**config.mk**
```make
export PLATFORM = sky130hd
export DESIGN_NAME = calculator_seq_core
export DESIGN_NICKNAME = d
export VERILOG_FILES = /design/src/rtl/calculator_pkg.sv /design/src/rtl/calculator_iter_unit.sv /design/src/rtl/calculator_seq_core.sv
export SDC_FILE = /design/constraint.sdc
export NUM_CORES = 1
export LEC_CHECK = 0
export BUFFER_PORTS_ARGS = -buffer_cell sky130_fd_sc_hd__buf_2
export CAP_MARGIN = 15
export CORE_MARGIN = 4
export CORE_UTILIZATION = 30
export DETAILED_ROUTE_END_ITERATION = 8
export REMOVE_ABC_BUFFERS = 1
export SYNTH_ARGS = -nofsm -noshare
export SYNTH_HDL_FRONTEND = slang
export SYNTH_SLANG_ARGS = --single-unit
```
**constraint.sdc**
```tcl
create_clock -name clk -period 4 [get_ports clk]
set_input_delay 0.8 -clock clk [delete_from_list [all_inputs] [get_ports clk]]
set_output_delay 0.8 -clock clk [all_outputs]
set_load 0.02 [all_outputs]
```
**src/rtl/calculator_pkg.sv**
```systemverilog
// Shared constants, opcode/state encodings and a widening helper for the calculator core.
// Latency: n/a (declarations only).
// Backpressure: n/a.
package calculator_pkg;

  localparam int DATA_W = 8;
  localparam int RES_W  = 2 * DATA_W;
  localparam int CNT_W  = $clog2(DATA_W);

  localparam logic [RES_W-1:0] DIV0_RESULT = 16'hFFFF;

  typedef enum logic [1:0] {
    FN_ADD = 2'b00,
    FN_SUB = 2'b01,
    FN_MUL = 2'b10,
    FN_DIV = 2'b11
  } calc_func_e;

  typedef enum logic [1:0] {
    IDLE = 2'b00,
    CALC = 2'b01,
    DONE = 2'b10
  } calc_state_e;

  // Zero-extend an operand to result width.
  function automatic logic [RES_W-1:0] zext(input logic [DATA_W-1:0] v);
    return {{(RES_W-DATA_W){1'b0}}, v};
  endfunction

endpackage

```
**src/rtl/calculator_iter_unit.sv**
```systemverilog
// Shared iterative datapath: shift-add multiplier and restoring divider, one step per cycle.
// Latency: DATA_W cycles from start; done flags the cycle performing the last step.
// Backpressure: none; the caller registers result on the done cycle.
module calculator_iter_unit
  import calculator_pkg::*;
(
  input  logic              clk,
  input  logic              rst,
  input  logic              start,
  input  logic              op_div,
  input  logic [DATA_W-1:0] a,
  input  logic [DATA_W-1:0] b,
  output logic              done,
  output logic [RES_W-1:0]  result
);

  logic              busy;
  logic              div_sel;
  logic [CNT_W-1:0]  cnt;
  // MUL: product accumulator. DIV: partial remainder in the low DATA_W+1 bits.
  logic [RES_W-1:0]  acc;
  logic [RES_W-1:0]  mcand;
  // MUL: multiplier shifting right. DIV: divisor, held constant.
  logic [DATA_W-1:0] mplier;
  // DIV: dividend shifts out of the top while quotient bits shift in at the bottom.
  logic [DATA_W-1:0] quot;

  logic [RES_W-1:0]  acc_nxt;
  logic [RES_W-1:0]  mcand_nxt;
  logic [DATA_W-1:0] mplier_nxt;
  logic [DATA_W-1:0] quot_nxt;
  logic [DATA_W:0]   rem_sh;
  logic [DATA_W:0]   trial;

  // One iteration of whichever operation is in flight.
  always_comb begin
    acc_nxt    = acc;
    mcand_nxt  = mcand;
    mplier_nxt = mplier;
    quot_nxt   = quot;
    rem_sh     = '0;
    trial      = '0;
    if (div_sel) begin
      rem_sh = {acc[DATA_W-1:0], quot[DATA_W-1]};
      trial  = rem_sh - {1'b0, mplier};
      if (!trial[DATA_W]) begin
        acc_nxt  = {{(RES_W-DATA_W-1){1'b0}}, trial};
        quot_nxt = {quot[DATA_W-2:0], 1'b1};
      end else begin
        acc_nxt  = {{(RES_W-DATA_W-1){1'b0}}, rem_sh};
        quot_nxt = {quot[DATA_W-2:0], 1'b0};
      end
    end else begin
      if (mplier[0]) begin
        acc_nxt = acc + mcand;
      end
      mcand_nxt  = mcand << 1;
      mplier_nxt = mplier >> 1;
    end
  end

  assign done   = busy && (cnt == '0);
  assign result = div_sel ? {acc_nxt[DATA_W-1:0], quot_nxt} : acc_nxt;

  // Load operands on start, then step and count down until the final iteration.
  always_ff @(posedge clk or posedge rst) begin
    if (rst) begin
      busy    <= 1'b0;
      div_sel <= 1'b0;
      cnt     <= '0;
      acc     <= '0;
      mcand   <= '0;
      mplier  <= '0;
      quot    <= '0;
    end else if (start) begin
      busy    <= 1'b1;
      div_sel <= op_div;
      cnt     <= CNT_W'(DATA_W - 1);
      acc     <= '0;
      mcand   <= zext(a);
      mplier  <= b;
      quot    <= a;
    end else if (busy) begin
      acc    <= acc_nxt;
      mcand  <= mcand_nxt;
      mplier <= mplier_nxt;
      quot   <= quot_nxt;
      if (cnt == '0) begin
        busy <= 1'b0;
      end else begin
        cnt <= cnt - CNT_W'(1);
      end
    end
  end

endmodule

```
**src/rtl/calculator_seq_core.sv**
```systemverilog
// Calculator engine: ADD/SUB in one cycle, MUL/DIV iterate DATA_W cycles, valid/ready on both sides.
// Latency: 1 cycle ADD/SUB/DIV-by-zero, DATA_W cycles MUL/DIV.
// Backpressure: result held in DONE until out_ready; in_ready is high only in IDLE.
module calculator_seq_core
  import calculator_pkg::*;
(
  input  logic              clk,
  input  logic              rst,
  input  logic              in_valid,
  output logic              in_ready,
  input  logic [DATA_W-1:0] dat_a_in,
  input  logic [DATA_W-1:0] dat_b_in,
  input  logic [1:0]        function_in,
  output logic              out_valid,
  input  logic              out_ready,
  output logic [RES_W-1:0]  out,
  output logic              err
);

  calc_state_e      state;
  calc_func_e       func;
  logic             accept;
  logic             b_zero;
  logic             iter_start;
  logic             iter_done;
  logic [RES_W-1:0] iter_result;

  assign func       = calc_func_e'(function_in);
  assign accept     = in_valid && in_ready;
  assign b_zero     = (dat_b_in == '0);
  assign iter_start = accept && ((func == FN_MUL) || ((func == FN_DIV) && !b_zero));

  calculator_iter_unit u_iter (
    .clk    (clk),
    .rst    (rst),
    .start  (iter_start),
    .op_div (func == FN_DIV),
    .a      (dat_a_in),
    .b      (dat_b_in),
    .done   (iter_done),
    .result (iter_result)
  );

  // Control FSM with registered handshake and result outputs.
  always_ff @(posedge clk or posedge rst) begin
    if (rst) begin
      state     <= IDLE;
      out       <= '0;
      out_valid <= 1'b0;
      err       <= 1'b0;
      in_ready  <= 1'b1;
    end else begin
      case (state)
        IDLE: begin
          if (accept) begin
            in_ready <= 1'b0;
            case (func)
              FN_ADD: begin
                out       <= zext(dat_a_in) + zext(dat_b_in);
                err       <= 1'b0;
                out_valid <= 1'b1;
                state     <= DONE;
              end
              FN_SUB: begin
                out       <= zext(dat_a_in) - zext(dat_b_in);
                err       <= 1'b0;
                out_valid <= 1'b1;
                state     <= DONE;
              end
              FN_MUL: begin
                state <= CALC;
              end
              FN_DIV: begin
                if (b_zero) begin
                  out       <= DIV0_RESULT;
                  err       <= 1'b1;
                  out_valid <= 1'b1;
                  state     <= DONE;
                end else begin
                  state <= CALC;
                end
              end
            endcase
          end
        end
        CALC: begin
          if (iter_done) begin
            out       <= iter_result;
            err       <= 1'b0;
            out_valid <= 1'b1;
            state     <= DONE;
          end
        end
        DONE: begin
          if (out_ready) begin
            out_valid <= 1'b0;
            err       <= 1'b0;
            in_ready  <= 1'b1;
            state     <= IDLE;
          end
        end
        default: begin
          state    <= IDLE;
          in_ready <= 1'b1;
        end
      endcase
    end
  end

endmodule

```
== Word-level counts from Yosys, hierarchy flattened ==
Index checks and enable logic that the tools add are counted.
Word-level totals
  logic and storage cells: 97
  input bits: 22
  register bits: 74
  output and inout port bits: 19
Operators by class
  reductions and logical operators: 20
  multiplexer cells: 46
  bitwise logic cells: 1
  $add $sub $neg: 5
  eq/ne operators: 13
Operator list (count)
  $mux 16: 11
  $mux 8: 6
  $pmux 16 s3: 1
  $pmux 16 s2: 1
  $add 16x16->16: 1
  $mux 1: 12
  $pmux 2 s3: 2
  $ne 2x2->1 const B: 5
  $add 8x8->9: 1
  $mux 3: 3
  $mux 9: 1
  $pmux 1 s3: 3
  $sub 8x8->9: 1
  $sub 9x8->9: 1
  $logic_not 8->1: 1
  $mux 2: 4
  $eq 2x2->1 const B: 3
  $reduce_and 3->1: 2
  $reduce_and 6->1: 1
  $reduce_and 5->1: 1
  $eq 2x1->1 const B: 2
  $logic_and 1x1->1: 4
  $logic_not 2->1: 2
  $ne 4x1->1 const B: 1
  other kinds (12): 15

== Logic depth before layout (Yosys ltp) ==
Gate-level depths: netlist of the first run.
  depth in word-level cells: 7
  gate-level depth with buffers: 16

== By module ==
Synthesis of the first run repeated with hierarchy kept, for this count alone.
Unflattened totals
  cell total of the unflattened synthesis: 683
  area, all modules: 5688.0 µm²
Modules (own cells, without submodules)
  calculator_iter_unit: instances 1, area each 3854.9 µm², sequential area each 1326.3 µm², cells an instance 459
  calculator_seq_core: instances 1, area each 1833.0 µm², sequential area each 526.8 µm², cells an instance 224

== Worst setup path after synthesis of the first run ==
Ideal clock, no wire load.
  path type: register to register
  from: register u_iter.mplier[0]
  to: register out[15]
  path slack: 881 ps
  arrival time: 3025 ps
  stages on the path, launching flop included: 16
  period minus slack after synthesis: 3119 ps
  required time: 3906 ps
  library setup time: 94 ps
  cells stage by stage: dfrtp_1 ha_1 inv_1 fa_1 a211oi_1 o21bai_1 a21oi_1 o21bai_1 a21o_1 ha_1 clkbuf_1 nor3b_1 o221ai_1 o221ai_1 nor2_1 a211oi_1
On the way
  cells in the longest elaborated chain, start to end: 6
  elaborated cells between the ends (all ways): 7
  classes of those cells: 1 x add/sub; 6 x mux
Ends and longest elaborated chain
  start: declaration: RTL line calculator_iter_unit.sv:24  | logic [DATA_W-1:0] mplier;
  start signal: assignment: RTL line calculator_iter_unit.sv:86  | mplier <= mplier_nxt;
  $sub 9x8->9: RTL line calculator_iter_unit.sv:45  | trial = rem_sh - {1'b0, mplier};
  $mux 9: RTL line calculator_iter_unit.sv:46  | if (!trial[DATA_W]) begin
  $mux 16 *: RTL line calculator_iter_unit.sv:43  | if (div_sel) begin
  $mux 16 *: RTL line calculator_iter_unit.sv:63  | assign result = div_sel ? {acc_nxt[DATA_W-1:0], quot_nxt} : acc_nxt;
  $mux 16 *: RTL line calculator_seq_core.sv:87  | if (iter_done) begin
  $pmux 16 s2 *: RTL line calculator_seq_core.sv:53  | case (state)
  end signal: assignment: RTL line calculator_seq_core.sv:59  | out <= zext(dat_a_in) + zext(dat_b_in);
  end signal: assignment: RTL line calculator_seq_core.sv:65  | out <= zext(dat_a_in) - zext(dat_b_in);
  end signal: assignment: RTL line calculator_seq_core.sv:88  | out <= iter_result;
  end: declaration: RTL line calculator_seq_core.sv:16  | output logic [RES_W-1:0] out,
Mark *: on every way between the ends. The rest lies on a longest branch, timed or not. The select of a mux whose other input is x is not followed.
A chain may end at the register's enable or synchronous reset.

== Worst setup path in the final report of the first run ==
  from: register u_iter.quot[7]
  to: register out[12]
On the way
  cells in the longest elaborated chain, start to end: 6
Ends and longest elaborated chain
  start: declaration: RTL line calculator_iter_unit.sv:26  | logic [DATA_W-1:0] quot;
  start signal: assignment: RTL line calculator_iter_unit.sv:87  | quot <= quot_nxt;
  $sub 9x8->9: RTL line calculator_iter_unit.sv:45
  $mux 9: RTL line calculator_iter_unit.sv:46
  $mux 16: RTL line calculator_iter_unit.sv:43
  $mux 16: RTL line calculator_iter_unit.sv:63
  $mux 16: RTL line calculator_seq_core.sv:87
  $pmux 16 s2: RTL line calculator_seq_core.sv:53
Every way passes these cells. The select of a mux whose other input is x is not followed.

==> impl_metrics.yaml, run 1 <==
clocking:
  cts.clk_slew.worst_paths_ns: 0.06
  worstSkewPairLatency_ns: 0.34
  cts_root_buffer: "clkbuf_16"
  cts-buffers-inserted: 9
  htree_levels: 3
  cts_sinks: 74
  cts_hold_buf: 0
  post_cts_resized: 0
  cts_buffer_depth: 2
  post_cts_buffers: 0
  cts_tree: "built"
pwr:
  total_power_mw: 5.99
  seq_power_share_pct: 24.5
  vdd_ir_drop_max_mv: 0.293
  combPwrFrac_pct: 61.8
  internal_power_mw: 2.99
  switching_power_mw: 2.99
  clkPwrFrac_pct: 13.7
  p_sw_share_pct: 50.0
  p_leak_nw: 2.94
  p_per_area_nw_per_um2: 907
sta:
  final.period_utilization_pct: 87.2
  setup_viol: 0
  relSlewSlack_pct: 35.1
  fmax_mhz: 287
  maxSlewViolCount: 0
  hold_violations: 0
  rsz0062_at_grt: "false"
  worst_pin_slew_ns: 0.963
  finalClockSkew_ns: 0.00689
  timing.final.crit_period_ns: 3.49
  setup-tns-final_ns: 0
route:
  wl_met2_mm: 8.19
  vias: 5424
  wl_met3_um: 970
  drt_iter0_drc: 528
  routedWlPerCell_um: 17.5
  drc: 0
  wl_mm: 17.6
  drt_pass1_iterations: 5
  ant_nets: 0
  drt-met1-wl_mm: 8.03
  viasPerCell: 5.41
  dr.max_layer_used: "met4"
setup_path:
  end_kind: "flip-flop"
  arrival_ns: 3.73
  crit_family: "compound AO/OA/AOI/OAI gates"
  worstPathMaxFanout: 14
  path_buf_inv: 3
  critPathMaxStageDelay_ns: 0.50
  cp_data_required_time_ns: 4.24
  start_kind: "flip-flop"
  crit_chain: "inv_1, ha_1, inv_1, fa_1, a211oi_1, o21bai_1, a21oi_1, o21bai_1, a21o_1, ha_1, buf_4, o21ai_0, o221ai_1, a32oi_1, a211oi_1"
  cp_slowest_cell: "ha_1"
  critPathLaunch: "u_iter.quot[7]$_DFFE_PP0P_"
  path_class: "reg -> reg"
  reg2reg_from: "u_iter.quot[7]$_DFFE_PP0P_"
finish:
  nNetsFinal: 813
  n_antenna_cell: 0
  final_cell_count_no_fill: 1002
  area_delta_synth_final_pct: 12.4
  fillers: 1993
  fin_util_pct: 34.8
  post_route_cells_drive_above_1_share_pct: 11.3
placed_design:
  placed_cells: 986
  port_buffers: 40
  gp_congestion: 0.869
  hpwl_mm: 13.1
run_status:
  status: "complete, no violations"
floorplan:
  io_pins: 41
  die_area_um2: 21900
  core_area_um2: 19000
  initial_core_util_pct: 31.0
  die_h_um: 148
  num_rows: 50
  die_w_um: 148
yosys:
  yosysTopAreaCell: "dfrtp_1"
  syn_area_um2: 5870
  avgSynthCellArea_um2: 8.22
  synth_top_cells_by_count: "nand2_1, dfrtp_1, a21oi_1"
  synthDistinctLibCells: 78
  synth.area.top_cells: "dfrtp_1, ha_1, nand2_1"
  synth.most_common_cell: "nand2_1"
  synth_top_area_share_pct: 31.1
  synthArstFlopShare_pct: 100
  syn_inst: 714
  synth_warnings: 0
  ys_seq_elements: 74
  synth_edf_count: 0
  synthFlopType: "dfrtp_1"
  yosysSeqAreaShare_pct: 31.6
grt:
  antenna_found_initial: 0
  grt_pass1_wl_mm: 28.1
  grt_pass1_vias: 5075
  grt_util_all_layers_pct: 16.0
  grt_max_degree: 53
  overflow: 0
job:
  drv_cap: 0
worst_hold_path:
  min_path_type: "reg -> reg"
  hold_start: "err$_DFFE_PP0P_"
## final cells by class
class / instances / area (um2) / share of cell area, %
Clock buffer: 10 / 229 / 3.47
Tap cell: 260 / 325 / 4.93
Multi-Input combinational cell: 555 / 3670 / 55.7
Sequential cell: 74 / 1850 / 28.1
Inverter: 48 / 181 / 2.75
Clock inverter: 6 / 67.6 / 1.02
Timing Repair Buffer: 49 / 268 / 4.06
## worst min-delay path: cells and delay by family (launching register included)
kind	cells	cell delay (ns)
compound gates	1	0.05
flops	1	0.34
simple gates	1	0.06
## state kept, by name (all words and copies together), names as in the netlist
name	count
out	16
u_iter.acc	16
u_iter.mcand	16
u_iter.mplier	8
u_iter.quot	8
u_iter.cnt	3
state	2
err	1
in_ready	1
out_valid	1
u_iter.busy	1
u_iter.div_sel	1
## path summary, 6_finish.rpt
| path | end | slack [ns] | cells after the start |
|---|---|---|---|
| max | out[12]$_DFFE_PP0P_ | 0.51 | 15 |
| min | err$_DFFE_PP0P_ | 0.49 | 2 |
| max reg2reg | out[12]$_DFFE_PP0P_ | 0.51 | 15 |
| min reg2reg | err$_DFFE_PP0P_ | 0.49 | 2 |
| max in group asynchronous | u_iter.acc[11]$_DFFE_PP0P_ | 2.60 | 3 |
| min in group asynchronous | u_iter.mplier[6]$_DFFE_PP0P_ | 0.64 | 2 |
## power by group through the flow
| stage | Sequential (mW) | Combinational, mW | Clock [mW] |
|---|---|---|---|
| floorplan | 1.53 | 2.50 | 0 |
| global placement | 1.47 | 3.66 | 0 |
| detailed placement | 1.47 | 3.66 | 0 |
| CTS | 1.46 | 3.67 | 0.829 |
| global route | 1.50 | 4.09 | 0.860 |
| finish | 1.46 | 3.70 | 0.821 |
## cells by family (layout without fill, tap and decap cells)
kind of cell | count (synthesis) | in the layout | synth area share [%]
XOR/XNOR | 12 | 12 | 1.79
multiplexers | 2 | 2 | 0.341
AND/OR/NAND/NOR | 246 | 246 | 20.3
AO/OA/AOI/OAI | 241 | 241 | 28.2
flip-flops | 74 | 74 | 31.6
adder cells (fa/ha/maj) | 54 | 54 | 12.0
buffers and inverters | 85 | 113 | 5.82
## metrics by stage
step	hold WS (ns)	worst slack (ns)	area, um2
after global placement	0.464	0.633	6300
after CTS	0.490	0.514	6600
after global routing	0.493	0.191	6600
final	0.485	0.511	6600
after detailed placement	0.475	0.566	6300
after floorplan	0.479	0.461	5710
## routing by layer
metal,vias up,GRT usage [%]
li1,2650,-
met1,2583,22.3
met2,163,25.6
met3,28,2.67
met4,0,4.90
met5,-,0
## placed cells by master, fill, tap and decap left out, drive strengths merged, types with 14 or more instances in the layout
cell,n
nand2,105
dfrtp,73
nor2,50
ha,50
a21oi,54
a31oi,30
o21ai,44
a211oi,14
buf,49
inv,47
Note: power is estimated with default switching activity, not from simulation.
==> run 2: changes to the inputs <==
--- a/config.mk
+++ b/config.mk
@@ -10,7 +10,6 @@
 export CORE_MARGIN = 4
 export CORE_UTILIZATION = 30
 export DETAILED_ROUTE_END_ITERATION = 8
-export REMOVE_ABC_BUFFERS = 1
 export SYNTH_ARGS = -nofsm -noshare
 export SYNTH_HDL_FRONTEND = slang
 export SYNTH_SLANG_ARGS = --single-unit
==> run 2 against run 1 <==
Sequential share of layout area about the same. First-iteration DRC count fell by 4.0%. Worst hold slack got worse by 0.0055 ns. Die area is the same. Largest power group unchanged. Routed wire length rose by 4.4%. Count of clock-buffer cells in the layout stayed put. Non-clock buffer count did not move. Cell count did not move. Clock skew decreased by 0.0015 ns. Critical path depth unchanged. Flip-flop and latch count unchanged. Critical path type unchanged. Via count is 1.6% higher.
==> impl_metrics.yaml, run 2 (same netlist as run 1, synthesis figures left out) <==
route:
  wl_mm: 18.3
  drc: 0
  routedWlPerCell_um: 18.3
  drt_pass1_iterations: 5
  drt_iter0_drc: 507
  viasPerCell: 5.50
  vias: 5512
  ant_nets: 0
sta:
  maxSlewViolCount: 0
  rsz0062_at_grt: "false"
  timing.final.crit_period_ns: 3.43
  finalClockSkew_ns: 0.00542
  setup_ws_ns: 0.570
  relSlewSlack_pct: 32.2
  fmax_mhz: 292
  setup-tns-final_ns: 0
  hold_violations: 0
  final.period_utilization_pct: 85.7
  setup_viol: 0
  worst_pin_slew_ns: 1.01
floorplan:
  initial_core_util_pct: 31.0
  die_h_um: 148
  io_pins: 41
  die_w_um: 148
  die_area_um2: 21900
  core_area_um2: 19000
  num_rows: 50
setup_path:
  start_kind: "flip-flop"
  arrival_ns: 3.68
  worstPathMaxFanout: 22
  cp_data_required_time_ns: 4.25
  critPathLaunch: "u_iter.quot[7]$_DFFE_PP0P_"
  path_class: "reg -> reg"
  reg2reg_from: "u_iter.quot[7]$_DFFE_PP0P_"
  end_kind: "flip-flop"
placed_design:
  port_buffers: 40
  hpwl_mm: 13.9
  dp_slack_ns: 0.458
  gp_congestion: 0.954
  placed_area_um2: 6300
clocking:
  post_cts_resized: 0
  cts_buffer_depth: 2
  cts-buffers-inserted: 9
  cts_tree: "built"
  worstSkewPairLatency_ns: 0.34
  htree_levels: 3
  post_cts_buffers: 0
  cts_hold_buf: 0
  cts.clk_slew.worst_paths_ns: 0.06
  cts_sinks: 74
  cts_root_buffer: "clkbuf_16"
finish:
  area_delta_synth_final_pct: 12.6
  final_cell_mix: "nand2_1, dfrtp_1, a21oi_1"
  n_antenna_cell: 0
  reg.largest.list: "out: 16 flops, u_iter.acc: 16 flops, u_iter.mcand: 16 flops"
  mostFrequentLayoutCell: "nand2_1"
  post_route_cells_drive_above_1_share_pct: 11.6
  nNetsFinal: 813
  fin_util_pct: 34.9
  final_area_um2: 6610
grt:
  grt_pass1_wl_mm: 30.0
  grt_pass1_vias: 5349
  grt_max_degree: 44
  grt_util_all_layers_pct: 17.3
  overflow: 0
  antenna_found_initial: 0
pwr:
  p_leak_nw: 2.95
  vdd_ir_drop_max_mv: 0.361
  p_per_area_nw_per_um2: 911
  total_power_mw: 6.02
worst_hold_path:
  min_path_type: "reg -> reg"
  hold_start: "out[1]$_DFFE_PP0P_"
run_status:
  status: "complete, no violations"
yosys:
  synth_nets: 790
job:
  drv_cap: 0
[run 2: cell count changes in the layout (fill, tap and decap cells not counted)]
cell / before / now
ha_1: 50 / 49
clkinvlp_4: 2 / 1
clkbuf_8: 0 / 1
clkbuf_1: 1 / 0
clkinv_4: 2 / 1
ha_2: 0 / 1
clkinv_2: 2 / 3
inv_6: 0 / 1
[run 2: worst max-delay path, cell delays in order, from the launching register on]
cell	delay, ns
dfrtp_1	0.39
inv_1	0.06
ha_1	0.17
inv_1	0.06
fa_1	0.42
a211oi_1	0.28
o21bai_1	0.16
a21oi_1	0.17
o21bai_1	0.07
a21o_1	0.18
ha_2	0.55
nor4b_1	0.28
a31oi_1	0.06
o21ai_0	0.10
o21ai_0	0.10
a311oi_1	0.28
[run 2: power by group]
| group | internal, mW | leakage (nW) | total [mW] | switching (mW) |
|---|---|---|---|---|
| Clock | 0.501 | 0.149 | 0.846 | 0.344 |
| Combinational | 1.38 | 1.89 | 3.73 | 2.35 |
| Sequential | 1.12 | 0.910 | 1.45 | 0.328 |
| Total | 3.00 | 2.95 | 6.02 | 3.02 |
[run 2: through the flow]
step	hold slack [ns]	std cells
final	0.480	1002
after global routing	0.505	1002
after CTS	0.484	1002
after detailed placement	0.471	986
after global placement	0.464	986
after floorplan	0.477	714
[run 2: cell type report]
type / count / area (um2)
well taps: 260 / 325
fillers: 2001 / 12300
multi-input cells: 555 / 3680
flip-flops and latches: 74 / 1850
inverters: 48 / 181
clock buffers: 10 / 239
repair buffers: 49 / 268
clock inverters: 6 / 65.1
[run 2: final timing paths]
check	end	slack [ns]	cells past startpoint
setup / recovery	out[14]$_DFFE_PP0P_	0.57	15
hold / removal	out[1]$_DFFE_PP0P_	0.48	1
setup reg to reg	out[14]$_DFFE_PP0P_	0.57	15
hold reg to reg	out[1]$_DFFE_PP0P_	0.48	1
max in group asynchronous	u_iter.acc[12]$_DFFE_PP0P_	2.66	3
min in group asynchronous	u_iter.cnt[1]$_DFFE_PP0P_	0.59	2
[run 2: metal layers]
layer  vias up  GRT usage [%]  share of wire, %
met4         0           6.51               3.0
li1       2652              -                 -
met1      2647           23.9                46
met3        40           4.11               6.0
met2       173           26.3                45
met5         -              0                 0
==> run 3: changes to the inputs <==
--- a/config.mk
+++ b/config.mk
@@ -10,6 +10,7 @@
 export CORE_MARGIN = 4
 export CORE_UTILIZATION = 30
 export DETAILED_ROUTE_END_ITERATION = 8
+export GPL_TIMING_DRIVEN = 0
 export SYNTH_ARGS = -nofsm -noshare
 export SYNTH_HDL_FRONTEND = slang
 export SYNTH_SLANG_ARGS = --single-unit
==> run 3 against run 2 <==
Maximum frequency fell by 7.1%. Die area did not move. Utilization rose by 0.61 points. Worst hold slack got worse by 0.073 ns.
==> impl_metrics.yaml, run 3 (same netlist as run 1, synthesis figures left out) <==
sta:
  finalClockSkew_ns: 0.0109
  relSlewSlack_pct: 36.7
  rsz0062_at_grt: "false"
  hold_violations: 0
  fmax_mhz: 271
  worst_pin_slew_ns: 0.940
  timing.final.crit_period_ns: 3.69
  final.period_utilization_pct: 92.3
  setup_ws_ns: 0.306
  setup-tns-final_ns: 0
  setup_viol: 0
  maxSlewViolCount: 0
clocking:
  cts_tree: "built"
  htree_levels: 3
  post_cts_buffers: 0
  cts_root_buffer: "clkbuf_16"
  post_cts_resized: 0
  cts_hold_buf: 0
  cts-buffers-inserted: 9
  worstSkewPairLatency_ns: 0.36
  cts_buffer_depth: 2
  cts_sinks: 74
  cts.clk_slew.worst_paths_ns: 0.06
route:
  vias: 5773
  ant_nets: 0
  drt_iter0_drc: 553
  drt_pass1_iterations: 7
  routedWlPerCell_um: 18.6
  wl_mm: 19.2
  drc: 0
  viasPerCell: 5.60
placed_design:
  gp_congestion: 0.920
  hpwl_mm: 14.7
  dp_slack_ns: 0.138
  placed_area_um2: 6420
  placed_cells: 1015
  port_buffers: 40
setup_path:
  path_class: "reg -> reg"
  ff2ff_setup_slack_ns: 0.31
  crit_chain: "ha_1, inv_1, fa_1, a211oi_2, o21bai_1, a21oi_1, o21bai_1, a21o_1, ha_1, clkbuf_2, nor3b_1, o221ai_1, o221ai_1, nor2_1, a211oi_1"
  reg2reg_from: "u_iter.mplier[0]$_DFFE_PP0P_"
  start_kind: "flip-flop"
  worstReg2RegEnd: "out[15]$_DFFE_PP0P_"
  crit_family: "compound AO/OA/AOI/OAI gates"
  cp_slowest_cell: "dfrtp_2"
  r2r_cells: 15
  end_kind: "flip-flop"
  cp_data_required_time_ns: 4.25
  arrival_ns: 3.95
  path_buf_inv: 2
  critPathMaxStageDelay_ns: 0.45
  worstPathMaxFanout: 10
run_status:
  status: "complete, no violations"
pwr:
  p_leak_nw: 2.99
  p_per_area_nw_per_um2: 916
  vdd_ir_drop_max_mv: 0.319
  total_power_mw: 6.16
grt:
  grt_max_degree: 55
  antenna_found_initial: 0
  overflow: 0
  grt_pass1_vias: 5395
  grt_util_all_layers_pct: 17.7
  grt_pass1_wl_mm: 30.5
yosys:
  synth_nets: 790
job:
  drv_cap: 0
finish:
  n_antenna_cell: 0
  nNetsFinal: 842
  final_area_um2: 6720
  final_cell_mix: "nand2_1, dfrtp_1, a21oi_1"
  mostFrequentLayoutCell: "nand2_1"
  final_cell_count_no_fill: 1031
  area_delta_synth_final_pct: 14.6
  reg.largest.list: "out: 16 flops, u_iter.acc: 16 flops, u_iter.mcand: 16 flops"
  post_route_cells_drive_above_1_share_pct: 11.5
floorplan:
  die_w_um: 148
  die_area_um2: 21900
  num_rows: 50
  die_h_um: 148
  io_pins: 41
  core_area_um2: 19000
  initial_core_util_pct: 31.0
worst_hold_path:
  min_path_type: "in -> async"
==> run 3: worst max path at each step <==
stage,start,to,cells after the start
after floorplan,u_iter.mplier[0]$_DFFE_PP0P_,out[15]$_DFFE_PP0P_,15
after global placement,u_iter.mplier[0]$_DFFE_PP0P_,out[14]$_DFFE_PP0P_,14
after detailed placement,u_iter.mplier[0]$_DFFE_PP0P_,out[15]$_DFFE_PP0P_,15
after CTS,u_iter.mplier[0]$_DFFE_PP0P_,out[15]$_DFFE_PP0P_,15
after global routing,u_iter.mplier[0]$_DFFE_PP0P_,out[15]$_DFFE_PP0P_,15
final,u_iter.mplier[0]$_DFFE_PP0P_,out[15]$_DFFE_PP0P_,15
==> run 3: cell type report <==
cell class	instances	area (um2)
Multi-Input combinational cell	555	3680
Clock inverter	4	25.0
Timing Repair Buffer	41	228
Tap cell	260	325
Fill cell	1983	12200
Inverter	48	183
Buffer	37	163
Sequential cell	74	1850
Clock buffer	12	267
==> run 3: stage by stage <==
stage	hold WS, ns	util, %
2_1_floorplan	0.477	-
3_3_place_gp	0.465	33.7
3_5_place_dp	0.469	33.9
4_1_cts	0.421	35.4
5_1_grt	0.434	35.5
6_report	0.407	35.5
==> run 3: power breakdown <==
group	switching, mW	internal, mW	total (mW)
Clock	0.350	0.469	0.819
Sequential	0.356	1.12	1.48
Combinational	2.45	1.41	3.86
Total	3.16	3.00	6.16
==> run 3: routing by layer <==
layer / track usage (%) / routed length [um]
met1: 24.4 / 8620
met2: 27.0 / 8450
met5: 0 / 0
met4: 5.22 / 462
met3: 5.27 / 1680
==> run 3: worst register-to-register path, delay by kind of cell (launching register included) <==
| family | cells | cell delay (ns) |
|---|---|---|
| compound gates | 8 | 1.50 |
| fa+ha+maj | 3 | 0.98 |
| flops | 1 | 0.45 |
| simple gates | 2 | 0.36 |
| buf+inv | 2 | 0.28 |
